`config.mk`:
```
export PLATFORM = sky130hd
export DESIGN_NAME = stall_controller
export DESIGN_NICKNAME = d
export VERILOG_FILES = /design/src/rtl/stall_controller_pkg.sv /design/src/rtl/stall_controller_load_use_detect.sv /design/src/rtl/stall_controller.sv
export SDC_FILE = /design/constraint.sdc
export NUM_CORES = 1
export LEC_CHECK = 0
export ABC_AREA = 1
export CORE_MARGIN = 2
export CORE_UTILIZATION = 45
export CTS_BUF_LIST = sky130_fd_sc_hd__clkbuf_8
export DETAILED_ROUTE_END_ITERATION = 6
export PLACE_DENSITY_LB_ADDON = 0.05
export SLEW_MARGIN = 30
export SYNTH_ARGS = -nofsm -noshare
export SYNTH_HDL_FRONTEND = slang
export SYNTH_SLANG_ARGS = --single-unit
```
`constraint.sdc`:
```
create_clock -name clk_i -period 3 [get_ports clk_i]
set_clock_uncertainty 0.2 [all_clocks]
set_input_delay 0.6 -clock clk_i [delete_from_list [all_inputs] [get_ports clk_i]]
set_output_delay 0.6 -clock clk_i [all_outputs]
set_load 0.005 [all_outputs]
```
`src/rtl/stall_controller_pkg.sv`:
```
// Shared widths, FSM encoding and helpers for the pipeline stall/flush
// controller and its hazard detector.
package stall_controller_pkg;

   localparam int REG_ADDR_LEN  = 5;
   localparam int STALL_CNT_LEN = 32;
   localparam int TIMEOUT_DEF   = 255;

   typedef enum logic [0:0] {
      ST_RUN      = 1'b0,
      ST_MEM_WAIT = 1'b1
   } state_e;

   typedef logic [REG_ADDR_LEN-1:0] reg_addr_t;

   function automatic logic src_hit(
      input logic      use_src,
      input reg_addr_t rs,
      input reg_addr_t rd
   );
      return use_src && (rs == rd);
   endfunction

endpackage

```
`src/rtl/stall_controller_load_use_detect.sv`:
```
// Combinational load-use hazard detector between the ID and EX stages.
// x0 is never a real dependency, so a load targeting it is ignored.
module load_use_detect
   import stall_controller_pkg::*;
(
   input  logic                    IDEX_MemRead_i,
   input  logic [REG_ADDR_LEN-1:0] IDEX_Rd_i,
   input  logic [REG_ADDR_LEN-1:0] IFID_Rs1_i,
   input  logic [REG_ADDR_LEN-1:0] IFID_Rs2_i,
   input  logic                    IFID_UseRs1_i,
   input  logic                    IFID_UseRs2_i,
   output logic                    Lu_o
);

   logic rd_live;
   logic hit1;
   logic hit2;

   assign rd_live = IDEX_MemRead_i && (IDEX_Rd_i != '0);
   assign hit1    = src_hit(IFID_UseRs1_i, IFID_Rs1_i, IDEX_Rd_i);
   assign hit2    = src_hit(IFID_UseRs2_i, IFID_Rs2_i, IDEX_Rd_i);
   assign Lu_o    = rd_live && (hit1 || hit2);

endmodule

```
`src/rtl/stall_controller.sv`:
```
// Stall/flush controller: memory-wait freeze, load-use bubbles, branch
// flushes (deferred across stalls), timeout flag and stall-cycle counter.
module stall_controller
   import stall_controller_pkg::*;
#(
   parameter int TIMEOUT = TIMEOUT_DEF,
   parameter int CNT_W   = STALL_CNT_LEN
) (
   input  logic                    clk_i,
   input  logic                    rst_i,
   input  logic                    IDEX_MemRead_i,
   input  logic [REG_ADDR_LEN-1:0] IDEX_Rd_i,
   input  logic [REG_ADDR_LEN-1:0] IFID_Rs1_i,
   input  logic [REG_ADDR_LEN-1:0] IFID_Rs2_i,
   input  logic                    IFID_UseRs1_i,
   input  logic                    IFID_UseRs2_i,
   input  logic                    Mem_Req_i,
   input  logic                    Mem_Ack_i,
   input  logic                    Branch_Taken_i,
   output logic                    PC_Write_o,
   output logic                    IFID_Write_o,
   output logic                    Data_Stall_o,
   output logic                    Bubble_o,
   output logic                    Flush_o,
   output logic                    Mem_Err_o,
   output logic [CNT_W-1:0]        Stall_Cycles_o
);

   localparam int            TW   = $clog2(TIMEOUT + 2);
   localparam logic [TW-1:0] TLIM = TW'(TIMEOUT);

   state_e           state_q;
   logic             flush_pend_q;
   logic             err_q;
   logic [TW-1:0]    tcnt_q;
   logic [TW-1:0]    tcnt_inc;
   logic [CNT_W-1:0] cnt_q;

   logic lu;
   logic mem_stall;
   logic flush_go;
   logic bubble;

   load_use_detect u_lu (
      .IDEX_MemRead_i (IDEX_MemRead_i),
      .IDEX_Rd_i      (IDEX_Rd_i),
      .IFID_Rs1_i     (IFID_Rs1_i),
      .IFID_Rs2_i     (IFID_Rs2_i),
      .IFID_UseRs1_i  (IFID_UseRs1_i),
      .IFID_UseRs2_i  (IFID_UseRs2_i),
      .Lu_o           (lu)
   );

   // Memory stall wins over flush, flush wins over load-use.
   assign mem_stall = (state_q == ST_RUN) ? (Mem_Req_i & ~Mem_Ack_i)
                                          : ~Mem_Ack_i;
   assign flush_go  = ~mem_stall & (Branch_Taken_i | flush_pend_q);
   assign bubble    = ~mem_stall & ~flush_go & lu;
   assign tcnt_inc  = tcnt_q + 1'b1;

   always_comb begin
      PC_Write_o   = 1'b1;
      IFID_Write_o = 1'b1;
      Data_Stall_o = 1'b0;
      Bubble_o     = 1'b0;
      Flush_o      = 1'b0;
      priority case (1'b1)
         !rst_i: begin
            Bubble_o = 1'b1;
            Flush_o  = 1'b1;
         end
         mem_stall: begin
            PC_Write_o   = 1'b0;
            IFID_Write_o = 1'b0;
            Data_Stall_o = 1'b1;
         end
         flush_go: begin
            Flush_o = 1'b1;
         end
         bubble: begin
            PC_Write_o   = 1'b0;
            IFID_Write_o = 1'b0;
            Bubble_o     = 1'b1;
         end
         default: ;
      endcase
   end

   always_ff @(posedge clk_i) begin
      if (!rst_i) begin
         state_q      <= ST_RUN;
         flush_pend_q <= 1'b0;
         tcnt_q       <= '0;
         err_q        <= 1'b0;
         cnt_q        <= '0;
      end else begin
         unique case (state_q)
            ST_RUN: begin
               if (Mem_Req_i && !Mem_Ack_i) begin
                  state_q <= ST_MEM_WAIT;
                  tcnt_q  <= '0;
               end
            end
            ST_MEM_WAIT: begin
               if (tcnt_q != TLIM) tcnt_q <= tcnt_inc;
               if (TIMEOUT != 0 && tcnt_inc == TLIM) err_q <= 1'b1;
               if (Mem_Ack_i) state_q <= ST_RUN;
            end
            default: state_q <= ST_RUN;
         endcase

         if (mem_stall && Branch_Taken_i) flush_pend_q <= 1'b1;
         else if (!mem_stall)             flush_pend_q <= 1'b0;

         if ((mem_stall || bubble) && cnt_q != '1)
            cnt_q <= cnt_q + 1'b1;
      end
   end

   assign Mem_Err_o      = err_q;
   assign Stall_Cycles_o = cnt_q;

endmodule

```
---- After elaboration in Yosys (flattened, before gate mapping) ----
Cells that the tools add are included.
operators by class
  reduce and logical (&&, ||, !) cells .... 13
  add/sub/neg operators ................... 2
  equality and inequality tests ........... 8
  muxes and demuxes ....................... 22
  bitwise gates (word level) .............. 9
operators with widths
  kind                                                   count
  adder 32 x 1 -> 32 bit, second input constant          1
  inequality test 32 bit, second input constant          1
  two-way mux 1 bit                                      18
  two-way mux 9 bit                                      2
  one-hot mux 9 bit (2 select lines)                     1
  equality test 5 bit                                    2
  adder 9 x 1 -> 9 bit, second input constant            1
  equality test 9 x 8 -> 1 bit, second input constant    1
  inequality test 9 x 8 -> 1 bit, second input constant  1
  logical AND 1 bit                                      7
  inequality test 2 x 1 -> 1 bit, second input constant  3
  nonzero test 5 bit                                     1
  AND 1 bit                                              4
  NOT 1 bit                                              4
  AND reduction 2 bit                                    2
  logical OR 1 bit                                       2
  one-hot mux 1 bit (2 select lines)                     1
  zero test 1 bit                                        1
  bitwise OR 1 bit                                       1
storage, ports and cells
  bits of input ports ..................... 23
  logic and storage cells ................. 59
  flip-flop bits (word level) ............. 44

---- Longest topological paths before layout ----
Gate-level depths: netlist of the first run.
  depth in word-level cells ............... 12
  gate-level depth with buffers ........... 12

---- Modules after synthesis ----
Synthesis of the first run repeated with hierarchy kept, for this count alone.
unflattened totals
  cells, all modules ...................... 502
  area, all modules ....................... 3113.0 um^2
modules (own cells, without submodules)
  module            times used  cells an instance  area an instance (um^2)
  stall_controller  1           447                2896.5
  load_use_detect   1           55                 216.5

---- Worst setup path before layout of the first run ----
No wires, ideal clock.
  path type ............................... input -> output
  from .................................... input port Branch_Taken_i
  to ...................................... output port PC_Write_o
  stages on the path ...................... 9
  setup slack ............................. 540 ps
  arrival time ............................ 1660 ps
  buffers on the path ..................... 2
  data required time ...................... 2200 ps
  cell sequence ........................... or2_0 > inv_1 > nand3_1 > nor2_1 > nand2_1 > nand2_2 > buf_2 > nand2_1 > buf_4
between the ends
  word-level cells in the longest chain between the ends .. 9
ends and longest elaborated chain
  item                               RTL line                RTL
  from (decl)                        stall_controller.sv:19  input logic Branch_Taken_i,
  bitwise OR 1 bit *                 stall_controller.sv:57  assign flush_go = ~mem_stall & (Branch_Taken_i | flush_pend_q);
  AND 1 bit *                        stall_controller.sv:57
  NOT 1 bit                          stall_controller.sv:58  assign bubble = ~mem_stall & ~flush_go & lu;
  AND 1 bit (2 in series)            stall_controller.sv:58
  two-way mux 1 bit                  n/a
  two-way mux 1 bit * (3 in series)  n/a
  to (decl)                          stall_controller.sv:20  output logic PC_Write_o,
Every way passes the cells marked *; elsewhere a longest branch is shown, timed or not.

---- Worst setup path in the final report of the first run ----
  from .................................... input port Mem_Req_i
  to ...................................... output port Flush_o
between the ends
  word-level cells in the longest chain between the ends .. 7
ends and longest elaborated chain
  item                               RTL line                RTL
  from (decl)                        stall_controller.sv:17  input logic Mem_Req_i,
  AND 1 bit *                        stall_controller.sv:55  assign mem_stall = (state_q == ST_RUN) ? (Mem_Req_i & ~Mem_Ack_i)
  two-way mux 1 bit *                stall_controller.sv:55
  NOT 1 bit                          stall_controller.sv:57
  AND 1 bit                          stall_controller.sv:57
  two-way mux 1 bit                  stall_controller.sv:67  priority case (1'b1)
  two-way mux 1 bit * (2 in series)  stall_controller.sv:67
  to (decl)                          stall_controller.sv:24  output logic Flush_o,
Marks and branches as above.

==> results of run 1 <==
==> per-stage QoR <==
step	setup slack [ns]	cells	cell area, um2
after floorplan	0.540	479	3030
after global placement	0.0506	610	3710
after detailed placement	0.0241	610	3710
after CTS	0.0195	617	3840
after global routing	0.109	617	3860
final	0.208	617	3860
==> worst paths after layout <==
kind,startpoint,endpoint,slack (ns),cells past startpoint
hold / removal,Mem_Err_o,Mem_Err_o,0.25,2
setup / recovery,Mem_Req_i,Flush_o,0.21,6
hold reg to reg,Mem_Err_o,Mem_Err_o,0.25,2
setup reg to reg,tcnt_q[0],tcnt_q[8],0.46,12
==> Yosys cell counts, drive strengths merged <==
master and number:
nand3b 12, nor2 71, ha 4, o22ai 1, buf 12, nand3 46
a31o 1, a21oi 41, o21ai 3, nand2 173, a31oi 1, xor2 12
dfxtp 44, nor3 5, clkbuf 2, xnor2 6, nor3b 1, inv 37
nand4 4, or2 3
==> state kept, by name (all words and copies together), names as in the netlist <==
register and cells:
flush_pend_q 1, Stall_Cycles_o 32, state_q 1, tcnt_q 9, Mem_Err_o 1
==> power by group <==
part | internal [mW] | switching, mW
combinational | 0.0616 | 0.0739
sequential | 0.588 | 0.00614
clock | 0.328 | 0.206
total | 0.978 | 0.286
==> metal layers <==
layer	vias to the layer above	track usage	wire, um
li1	1651	-	-
met1	1394	0.295	3770
met2	67	0.340	3420
met3	5	0.0346	350
met4	0	0.0519	57
met5	-	0	0
==> cell families after synthesis <==
family                   Yosys count  synth area share
flip-flops                        44             0.290
AND/OR/NAND/NOR                  315             0.459
XOR/XNOR                          18            0.0520
buffers and inverters             51            0.0767
AO/OA/AOI/OAI                     47             0.106
adder cells (fa/ha/maj)            4            0.0165
==> critical path, cell delays in order <==
cell	delay, ns
clkdlybuf4s50_1	0.43
o21ai_2	0.14
buf_4	0.15
nor2_1	0.05
a21oi_1	0.11
clkdlybuf4s50_1	0.52
==> repair_timing <==
item / in CTS / in global routing
endpoints found under the hold margin: 0 / 0
gates resized for setup: 0 / 9
endpoints found under the setup margin: 0 / 3
==> cell type report <==
type / instances / area, um2 / area share
repair buffers: 68 / 691 / 0.179
multi-input cells: 384 / 1930 / 0.499
well taps: 77 / 96.3 / 0.0249
flip-flops and latches: 44 / 881 / 0.228
clock inverters: 2 / 60.1 / 0.0155
inverters: 37 / 139 / 0.0359
clock buffers: 5 / 68.8 / 0.0178
==> flow_metrics.env, run 1 <==
export IMPL_die_height_um=86.1
export IMPL_syn_area_per_cell_um2=6.33
export IMPL_crit_type="in -> out"
export IMPL_drv_slew=0
export IMPL_crit_required_ns=2.20
export IMPL_wl_per_cell_um=12.3
export IMPL_power_density_nw_per_um2=327
export IMPL_drt_iter0_drc=147
export IMPL_antenna_found_initial=0
export IMPL_drtAntennaViolNets=0
export IMPL_vias=3117
export IMPL_synthCells=479
export IMPL_track_usage=0.211
export IMPL_start_kind="input pin"
export IMPL_status="completed"
export IMPL_gp_congestion=0.897
export IMPL_grt_pass1_wl_mm=12.7
export IMPL_max_freq_mhz=358
export IMPL_drc=0
export IMPL_fillers=658
export IMPL_grt_max_degree=41
export IMPL_hold_path_class="reg -> reg"
export IMPL_die_x_um=86.1
export IMPL_htreeDepth=2
export IMPL_gr_total_overflow=0
export IMPL_ys_seq_area_frac=0.290
export IMPL_final_cell_mix="nand2_1 (149), nor2_1 (68), clkdlybuf4s50_1 (53)"
export IMPL_synth_top_cell_area_share=0.290
export IMPL_crit_path_end_kind="output port"
export IMPL_setup_viol=0
export IMPL_cts_sinks=44
export IMPL_final_core_utilization=0.602
export IMPL_postCtsSetupBuffers=0
export IMPL_core_area_um2=6420
export IMPL_post_route_period_util=0.931
export IMPL_cts_hold_buf=0
export IMPL_clkLatencyLatePin_ns=0.30
export IMPL_drive_above_1_share=0.130
export IMPL_finalSetupTns_ns=0
export IMPL_max_slew_margin=0.624
export IMPL_start_util=0.472
export IMPL_clk_pin_slew_worst_paths_ns=0.08
export IMPL_synthTopCellsByArea="dfxtp_1 (29%), nand2_1 (19%), nor2_1 (8.4%)"
export IMPL_total_power_mw=1.26
export IMPL_cp_arrival_ns=1.99
export IMPL_numCtsBuffers=5
export IMPL_ys_ff_latch=44
export IMPL_synth_area_leader_cell="dfxtp_1"
export IMPL_dp_hpwl_mm=5.73
export IMPL_drv_cap=0
export IMPL_first_pass_iters=4
export IMPL_die_area_um2=7420
export IMPL_synth_cell_types=32
export IMPL_finalHoldViolations=0
export IMPL_routed_wirelength_mm=7.60
export IMPL_via_per_inst=5.05
export IMPL_antenna_cells=0
export IMPL_pin_count=61
export IMPL_tightestPinTransition_ns=0.564
export IMPL_syn2layout_area_growth_pct=27.3
export IMPL_synth_fp_nets=506
export IMPL_grt_pass1_vias=2771
export IMPL_fin_nets=567
export IMPL_yosysWarnings=0
export IMPL_clockBufferDepth=2
export IMPL_syn_area_um2=3030
export IMPL_port_buffers=60
export IMPL_min_period_ns=2.79
export IMPL_rsz0062_at_grt="false"
export IMPL_cts_tree="done"
export IMPL_clock_root_buffer="clkbuf_8"
export IMPL_p_leak_nw=1.45
export IMPL_layout_commonest_cell="nand2_1"
export IMPL_fp_row_count=29
export IMPL_ir_drop_mv=0.219
export IMPL_hold_slack_ns=0.254
export IMPL_cp_max_fo=4
No activity file was read; power rests on OpenSTA's default activity.
==> run 2: changes to the inputs <==
- CTS_CLUSTER_DIAMETER: default -> 200
==> results of run 2 <==
The final DEF is identical to that of run 1; final timing and power are the same.
==> run 3: changes to the inputs <==
- RECOVER_POWER: default -> 25
==> run 3 against run 2 <==
Worst hold slack got worse by 0.0038 ns. Final area hardly changed. Register-to-register slack worse by 0.02 ns. Combinational power hardly changed. Fmax about the same. Sequential power hardly changed. Setup slack about the same. Sequential share of layout area about the same. Largest power group unchanged.
==> flow_metrics.env, run 3 (synthesized netlist as in run 1, its figures left out) <==
export IMPL_wl_per_cell_um=12.3
export IMPL_crit_type="in -> out"
export IMPL_drv_slew=0
export IMPL_drive_above_1_share=0.130
export IMPL_drtAntennaViolNets=0
export IMPL_core_area_um2=6420
export IMPL_clk_pin_slew_worst_paths_ns=0.08
export IMPL_tightestPinTransition_ns=1.09
export IMPL_cp_startpoint="Mem_Req_i"
export IMPL_first_pass_iters=4
export IMPL_setup_viol=0
export IMPL_post_route_period_util=0.931
export IMPL_cp_max_fo=4
export IMPL_power_density_nw_per_um2=328
export IMPL_hold_slack_ns=0.251
export IMPL_dp_hpwl_mm=5.73
export IMPL_grt_pass1_wl_mm=12.7
export IMPL_antenna_found_initial=0
export IMPL_r2r_slack_ns=0.44
export IMPL_rr_endpoint="tcnt_q[8]"
export IMPL_cts_hold_buf=0
export IMPL_drv_cap=0
export IMPL_ir_drop_mv=0.219
export IMPL_min_period_ns=2.79
export IMPL_via_per_inst=5.07
export IMPL_clockBufferDepth=2
export IMPL_postCtsSetupBuffers=0
export IMPL_largest_reg_flops=32
export IMPL_vias=3128
export IMPL_die_height_um=86.1
export IMPL_rsz0062_at_grt="false"
export IMPL_cts_tree="done"
export IMPL_crit_path_end="Flush_o"
export IMPL_cp_arrival_ns=1.99
export IMPL_track_usage=0.211
export IMPL_htreeDepth=2
export IMPL_reg2regPathDepth=12
export IMPL_drc=0
export IMPL_antenna_cells=0
export IMPL_port_buffers=60
export IMPL_regToRegStartpoint="tcnt_q[0]"
export IMPL_final_cell_mix="nand2_1 (149), nor2_1 (68), dfxtp_1 (44), nand3_1 (44), inv_1 (36)"
export IMPL_grt_max_degree=41
export IMPL_layout_commonest_cell="nand2_1"
export IMPL_crit_slowest_cell="clkdlybuf4s50_1"
export IMPL_fillers=659
export IMPL_fin_nets=567
export IMPL_crit_required_ns=2.20
export IMPL_seq_area_um2=881
export IMPL_gr_total_overflow=0
export IMPL_gp_congestion=0.897
export IMPL_pin_count=61
export IMPL_slowest_delay_ns=0.52
export IMPL_start_util=0.472
export IMPL_drt_iter0_drc=148
export IMPL_p_leak_nw=1.51
export IMPL_fp_row_count=29
export IMPL_crit_chain="clkdlybuf4s50_1 > o21ai_2 > buf_4 > nor2_1 > a21oi_1 > clkdlybuf4s50_1"
export IMPL_finalSetupTns_ns=0
export IMPL_die_area_um2=7420
export IMPL_multiInputGateArea_um2=1930
export IMPL_crit_top_cell="clkdlybuf4s50_1"
export IMPL_numCtsBuffers=5
export IMPL_hold_path_class="reg -> reg"
export IMPL_start_kind="input pin"
export IMPL_clock_root_buffer="clkbuf_8"
export IMPL_max_slew_margin=0.274
export IMPL_crit_path_end_kind="output port"
export IMPL_clkLatencyLatePin_ns=0.30
export IMPL_max_freq_mhz=358
export IMPL_routed_wirelength_mm=7.61
export IMPL_die_x_um=86.1
export IMPL_finalHoldViolations=0
export IMPL_cts_sinks=44
export IMPL_syn2layout_area_growth_pct=27.3
export IMPL_status="completed"
export IMPL_grt_pass1_vias=2771
run 3: cell type report:
cell class	count	share of cell area
clock inverters	2	0.0156
flip-flops and latches	44	0.228
multi-input cells	384	0.499
clock buffers	5	0.0178
inverters	37	0.0360
well taps	77	0.0250
repair buffers	68	0.178
run 3: where the power goes:
part           leakage [nW]  total [mW]  switching [mW]  internal, mW
Combinational          1.09       0.135          0.0740        0.0607
Sequential            0.355       0.594         0.00609         0.588
Clock                0.0642       0.536           0.208         0.328
run 3: worst min-delay path by stage:
stage	start	slack, ns	to	depth (start not counted)
2_1_floorplan	Mem_Err_o	0.25	Mem_Err_o	2
3_3_place_gp	Mem_Err_o	0.24	Mem_Err_o	2
3_5_place_dp	Mem_Err_o	0.24	Mem_Err_o	2
4_1_cts	Mem_Err_o	0.26	Mem_Err_o	2
5_1_grt	Mem_Err_o	0.28	Mem_Err_o	2
6_report	Mem_Err_o	0.25	Mem_Err_o	2
run 3: routing by layer:
layer,up-vias,track usage,part of all wire
li1,1650,-,-
met4,0,0.0519,0.0075
met2,69,0.340,0.45
met5,-,0,0
met3,5,0.0346,0.045
met1,1404,0.295,0.49
run 3: worst max-delay path, delay by kind of cell:
family | cells | cell delay (ns)
AOI/OAI and AO/OA | 2 | 0.25
and+or+nand+nor | 1 | 0.05
buffers and inverters | 3 | 1.10
run 3: timing repair:
action                     in CTS  in global routing
setup endpoints to repair       0                  3
gates resized for setup         0                  9
hold endpoints to repair        0                  0
run 3: stage by stage:
step | instance area [um2] | total power, mW | utilization | setup slack [ns] | instances
after CTS | 3840 | 1.28 | 0.598 | 0.0195 | 617
after global routing | 3860 | 1.32 | 0.601 | 0.109 | 617
after global placement | 3710 | 0.744 | 0.578 | 0.0506 | 610
after floorplan | 3030 | 0.685 | - | 0.540 | 479
final | 3860 | 1.27 | 0.601 | 0.208 | 617
after detailed placement | 3710 | 0.746 | 0.578 | 0.0241 | 610
